### src/rtl/piso_serializer_pkg.sv
// Shared types and helpers for the parallel-in/serial-out serializer.
// Imported by the interface, the bit counter and the top level.
package piso_pkg;

    typedef enum logic {
        IDLE  = 1'b0,
        SHIFT = 1'b1
    } state_e;

    // Counter width for a WIDTH-bit frame; never narrower than one bit.
    function automatic int cnt_w(input int width);
        int c;
        c = $clog2(width);
        return (c < 1) ? 1 : c;
    endfunction

endpackage

### src/rtl/piso_serializer_if.sv
// Load handshake and serial output bundle for piso_serializer.
// master = word source / link consumer side, slave = the serializer.
interface piso_serializer_if #(
    parameter int WIDTH = 8
);
    localparam int CNT_W = piso_pkg::cnt_w(WIDTH);

    logic [WIDTH-1:0] din;
    logic             load_valid;
    logic             load_ready;
    logic             shift_en;
    logic             sout;
    logic             sout_valid;
    logic             last;
    logic             busy;
    logic [CNT_W-1:0] bit_cnt;

    modport master (
        output din,
        output load_valid,
        output shift_en,
        input  load_ready,
        input  sout,
        input  sout_valid,
        input  last,
        input  busy,
        input  bit_cnt
    );

    modport slave (
        input  din,
        input  load_valid,
        input  shift_en,
        output load_ready,
        output sout,
        output sout_valid,
        output last,
        output busy,
        output bit_cnt
    );

endinterface

### src/rtl/piso_serializer_bit_counter.sv
// Frame bit-index counter: clear has priority over enable, tc flags the
// final bit index (WIDTH-1).
module piso_bit_counter
    import piso_pkg::*;
#(
    parameter int WIDTH = 8,
    parameter int CNT_W = cnt_w(WIDTH)
) (
    input  logic             clk,
    input  logic             rst_n,
    input  logic             clr,
    input  logic             en,
    output logic [CNT_W-1:0] cnt,
    output logic             tc
);

    logic [CNT_W-1:0] cnt_reg;
    logic [CNT_W-1:0] cnt_next;

    always_comb begin
        cnt_next = cnt_reg;
        if (clr) begin
            cnt_next = '0;
        end else if (en) begin
            cnt_next = cnt_reg + CNT_W'(1);
        end
    end

    always_ff @(posedge clk or negedge rst_n) begin
        if (!rst_n) begin
            cnt_reg <= '0;
        end else begin
            cnt_reg <= cnt_next;
        end
    end

    assign cnt = cnt_reg;
    assign tc  = (cnt_reg == CNT_W'(WIDTH - 1));

endmodule

### src/rtl/piso_serializer.sv
// Parametrised PISO shift register with valid/ready load, baud-tick shift
// enable, selectable bit order and a last-bit framing flag.
module piso_serializer
    import piso_pkg::*;
#(
    parameter int   WIDTH      = 8,
    parameter bit   MSB_FIRST  = 1'b1,
    parameter logic IDLE_LEVEL = 1'b0
) (
    input  logic                clk,
    input  logic                rst_n,
    piso_serializer_if.slave    bus
);

    localparam int CNT_W = cnt_w(WIDTH);

    localparam logic [0:0] ST_IDLE  = IDLE;
    localparam logic [0:0] ST_SHIFT = SHIFT;

    logic [0:0]       state_reg;
    logic [0:0]       state_next;
    logic [WIDTH-1:0] shreg_reg;
    logic [WIDTH-1:0] shreg_next;
    logic [WIDTH-1:0] shifted;
    logic [CNT_W-1:0] cnt;
    logic             tc;
    logic             shifting;
    logic             last_bit;
    logic             advance;
    logic             finish;
    logic             ready;
    logic             accept;
    logic             out_bit;

    assign shifting = (state_reg == ST_SHIFT);
    assign last_bit = shifting & tc;
    assign advance  = shifting & bus.shift_en & ~last_bit;
    assign finish   = last_bit & bus.shift_en;

    // Ready on the final shifting bit lets a new word follow with no gap.
    assign ready    = ~shifting | finish;
    assign accept   = bus.load_valid & ready;

    // Shift toward the output end, filling the vacated position with 0.
    generate
        for (genvar gi = 0; gi < WIDTH; gi++) begin : g_shift
            if (MSB_FIRST) begin : g_left
                if (gi == 0) begin : g_fill
                    assign shifted[gi] = 1'b0;
                end else begin : g_move
                    assign shifted[gi] = shreg_reg[gi-1];
                end
            end else begin : g_right
                if (gi == WIDTH - 1) begin : g_fill
                    assign shifted[gi] = 1'b0;
                end else begin : g_move
                    assign shifted[gi] = shreg_reg[gi+1];
                end
            end
        end
    endgenerate

    always_comb begin
        state_next = state_reg;
        shreg_next = shreg_reg;
        if (accept) begin
            state_next = ST_SHIFT;
            shreg_next = bus.din;
        end else if (finish) begin
            state_next = ST_IDLE;
            shreg_next = '0;
        end else if (advance) begin
            shreg_next = shifted;
        end
    end

    always_ff @(posedge clk or negedge rst_n) begin
        if (!rst_n) begin
            state_reg <= ST_IDLE;
            shreg_reg <= '0;
        end else begin
            state_reg <= state_next;
            shreg_reg <= shreg_next;
        end
    end

    piso_bit_counter #(
        .WIDTH (WIDTH),
        .CNT_W (CNT_W)
    ) u_bit_counter (
        .clk   (clk),
        .rst_n (rst_n),
        .clr   (accept | finish),
        .en    (advance),
        .cnt   (cnt),
        .tc    (tc)
    );

    assign out_bit        = MSB_FIRST ? shreg_reg[WIDTH-1] : shreg_reg[0];
    assign bus.sout       = shifting ? out_bit : IDLE_LEVEL;
    assign bus.sout_valid = shifting;
    assign bus.busy       = shifting;
    assign bus.last       = last_bit;
    assign bus.load_ready = ready;
    assign bus.bit_cnt    = cnt;

endmodule

### src/flat_wrapper.sv
// flat-port wrapper written by rule: the top's interface ports become plain ports
module piso_serializer_flat import piso_pkg::*;
#(
    parameter int   WIDTH      = 8,
    parameter bit   MSB_FIRST  = 1'b1,
    parameter logic IDLE_LEVEL = 1'b0
)
  (clk, rst_n, bus_din, bus_load_valid, bus_shift_en, bus_load_ready, bus_sout, bus_sout_valid, bus_last, bus_busy, bus_bit_cnt);
  piso_serializer_if #(.WIDTH(WIDTH)) bus_i ();
  input  logic clk;
  input  logic rst_n;
  input wire logic [$bits(bus_i.din)-1:0] bus_din;
  input wire logic [$bits(bus_i.load_valid)-1:0] bus_load_valid;
  input wire logic [$bits(bus_i.shift_en)-1:0] bus_shift_en;
  output wire logic [$bits(bus_i.load_ready)-1:0] bus_load_ready;
  output wire logic [$bits(bus_i.sout)-1:0] bus_sout;
  output wire logic [$bits(bus_i.sout_valid)-1:0] bus_sout_valid;
  output wire logic [$bits(bus_i.last)-1:0] bus_last;
  output wire logic [$bits(bus_i.busy)-1:0] bus_busy;
  output wire logic [$bits(bus_i.bit_cnt)-1:0] bus_bit_cnt;
  assign bus_i.din = bus_din;
  assign bus_i.load_valid = bus_load_valid;
  assign bus_i.shift_en = bus_shift_en;
  assign bus_load_ready = bus_i.load_ready;
  assign bus_sout = bus_i.sout;
  assign bus_sout_valid = bus_i.sout_valid;
  assign bus_last = bus_i.last;
  assign bus_busy = bus_i.busy;
  assign bus_bit_cnt = bus_i.bit_cnt;
  piso_serializer #(.WIDTH(WIDTH), .MSB_FIRST(MSB_FIRST), .IDLE_LEVEL(IDLE_LEVEL)) u_core (.clk(clk), .rst_n(rst_n), .bus(bus_i));
endmodule
### config.mk
export PLATFORM = sky130hd
export DESIGN_NAME = piso_serializer_flat
export DESIGN_NICKNAME = d
export VERILOG_FILES = /design/src/rtl/piso_serializer_pkg.sv /design/src/rtl/piso_serializer_if.sv /design/src/rtl/piso_serializer_bit_counter.sv /design/src/rtl/piso_serializer.sv /design/src/flat_wrapper.sv
export SDC_FILE = /design/constraint.sdc
export NUM_CORES = 1
export LEC_CHECK = 0
export ABC_CLOCK_PERIOD_IN_PS = 1800
export CAP_MARGIN = 15
export CORE_MARGIN = 2
export CORE_UTILIZATION = 45
export DETAILED_ROUTE_END_ITERATION = 8
export GPL_ROUTABILITY_DRIVEN = 0
export PLACE_DENSITY = 0.76
export SLEW_MARGIN = 20
export SYNTH_ARGS = -nofsm -noshare
export SYNTH_HDL_FRONTEND = slang
export SYNTH_SLANG_ARGS = --single-unit
### constraint.sdc
create_clock -name clk -period 1.8 [get_ports clk]
set_input_delay 0.54 -clock clk [delete_from_list [all_inputs] [get_ports clk]]
set_output_delay 0.54 -clock clk [all_outputs]
set_load 0.02 [all_outputs]
==> flow_summary.toml <==
[logic_synthesis]
ys_seq_area_share_pct = 42.0
yosys.area.top_type = "dfrtp_1"
ys_ff_latch = 12
postSynthAreaPerCell_sq_um = 9.54
synth_top_area_share_pct = 42.0
yosys-top-cells-area = "dfrtp_1 (42%), o32ai_1 (6.1%), nand2b_1 (5.2%), o211ai_1 (5.2%), a31oi_1 (4.4%)"
syn_area_sq_um = 716
synth_cell_type_count = 25
synth_nets = 89
synthCells = 75
yosys_warnings = 0

[finish]
final_cell_mix = "buf_4 (16), clkdlybuf4s50_1 (10), dfrtp_1 (9)"
fill_cells = 122
final_cells = 122
final_common_cell = "buf_4"
nets = 122
seqCellArea_sq_um = 304
multi_input_area_sq_um = 387
drive_above_1_share_pct = 30.2
largest_register_ff_count = 8
area_growth_pct = 47.0
diodes = 0

[timing]
fin_crit_sh_pct = 105
finalHoldViolCount = 0
fin_skew_ps = 11.0
slew_headroom_pct = 84.8
hold_ws_ps = 517
setup_ws_ps = -95.6
fin_crit_ps = 1900
worstMarginPinSlew_ps = 221
timing.fmax_ghz = 0.528
setup_violations = 2
slew_viol_final = 0
tns_ps = -189
grt_setup_unrepaired = "yes"

[worst_setup_path]
end_kind = "output pin"
arrival_ps = 1360
crit_fanout = 3
startpoint_type = "flip-flop"
critPathKind = "reg -> out"
worstPathRequired_ps = 1260

[global_routing]
grt_antenna_before_repair = 0
grt_pass1_vias = 668
grt_max_degree = 19
grt_pass1_wl_um = 3000
groute.usage.overall_pct = 22.1
grt_remaining_overflow = 0

[floorplanning]
ios = 20
dieArea_sq_mm = 0.00193
fp.coreArea_sq_mm = 0.00151
die_y_um = 43.9
die_w_um = 43.9
initial_core_util_pct = 47.5
rows = 14

[drt]
vias = 698
ant_nets = 0
wl_per_cell_um = 15.0
first_iter_violations = 17
drt-vias-per-instance = 5.72
first_pass_iters = 4
drc = 0
wl_um = 1840

[placement]
pre_cts_ws_ps = -562
hpwl_um = 1340
placed_cells = 117
port_buffers = 19

[cts]
clkSlewWorstSetupHoldPaths_ps = 80
cts_sinks = 12
htreeDepth = 1
cts_inserted_buffers = 3
clockBufferDepth = 2
clock_latency_ps = 270
cts_hold_buffers = 0
cts_tree = "yes"
clock-root-buffer = "clkbuf_4"

[flow_run]
cap_violations = 0

[run_status]
violations = "negative setup slack"
status = "finished with violations"

[power_and_ir_drop]
ir_drop_uv = 677
powerDensity_mw_per_mm2 = 1140
p_leak_nw = 0.481

[worst_hold_path]
hp-class = "reg -> reg"
## final cells by class
class | instances | area share, %
Multi-Input combinational cell | 52 | 36.7
Sequential cell | 12 | 28.9
Timing Repair Buffer | 35 | 28.9
Clock buffer | 3 | 2.14
Tap cell | 16 | 1.90
Inverter | 4 | 1.43
## critical path: stages, from the launching register on
cell and delay [ps]:
dfrtp_2 430, ha_4 170, ha_4 170, and2_2 190, buf_6 130
## through the flow
step	total power [mW]	utilization, %	area, sq um
3_5_place_dp	1.02	66.0	995
4_1_cts	1.18	69.0	1040
6_report	1.19	69.9	1050
5_1_grt	1.29	69.9	1050
2_1_floorplan	0.757	-	722
3_3_place_gp	0.995	66.0	995
## Yosys cell counts
master,count
nand2b_1,6
inv_2,1
and2_1,2
nand2_1,5
mux2i_1,1
a31oi_1,5
or2_2,1
or2b_1,1
a21oi_1,4
nor3_1,4
nand3b_1,1
o32ai_1,5
buf_2,4
o211ai_1,5
nor2_1,1
a22o_1,2
a21boi_4,1
o22ai_1,2
o21ai_1,1
or2_1,2
inv_1,3
a32o_1,1
dfrtp_1,12
ha_1,2
buf_4,3
## routing by layer
metal / share of wire, % / vias to the layer above / routed length, um / track usage (%)
met2: 53 / 28 / 976 / 37.4
met3: 6.6 / 2 / 122 / 3.75
li1: - / 341 / - / -
met5: 0 / - / 0 / 0
met4: 0.93 / 0 / 17 / 14.5
met1: 39 / 327 / 719 / 25.4
## cell families after synthesis
logic type | Yosys count | share of synthesized area (%)
AOI/OAI and AO/OA | 26 | 27.4
adders and majority gates | 2 | 3.50
buffers and inverters | 11 | 8.04
DFF | 12 | 42.0
muxes | 1 | 1.40
and+or+nand+nor | 23 | 17.7
## final timing paths
check | startpoint | endpoint | slack (ps) | cells past startpoint
worst max-delay path | u_core.u_bit_counter.cnt[0] | bus_last | -100 | 4
worst min-delay path | u_core.shreg_reg[0] | u_core.shreg_reg[0] | 520 | 1
worst max register to register | u_core.u_bit_counter.cnt[0] | u_core.shreg_reg[4] | 140 | 7
worst min register to register | u_core.shreg_reg[0] | u_core.shreg_reg[0] | 520 | 1
max in group asynchronous | rst_n | u_core.u_bit_counter.cnt[1] | 1050 | 2
min in group asynchronous | rst_n | u_core.shreg_reg[7] | 570 | 2
## report_power, final
group          total (mW)  internal, mW  switching [mW]
Clock               0.161        0.0773          0.0833
Combinational       0.577         0.313           0.264
Sequential          0.457         0.372          0.0851
Total                1.19         0.762           0.432
## what timing repair did
item,in CTS,in global routing
setup endpoints to repair,8,3
buffers inserted,1,1
hold endpoints to repair,0,0
gates cloned,0,0
resized for setup,21,5
pin swaps,1,2
Note: power is estimated with default switching activity, not from simulation.
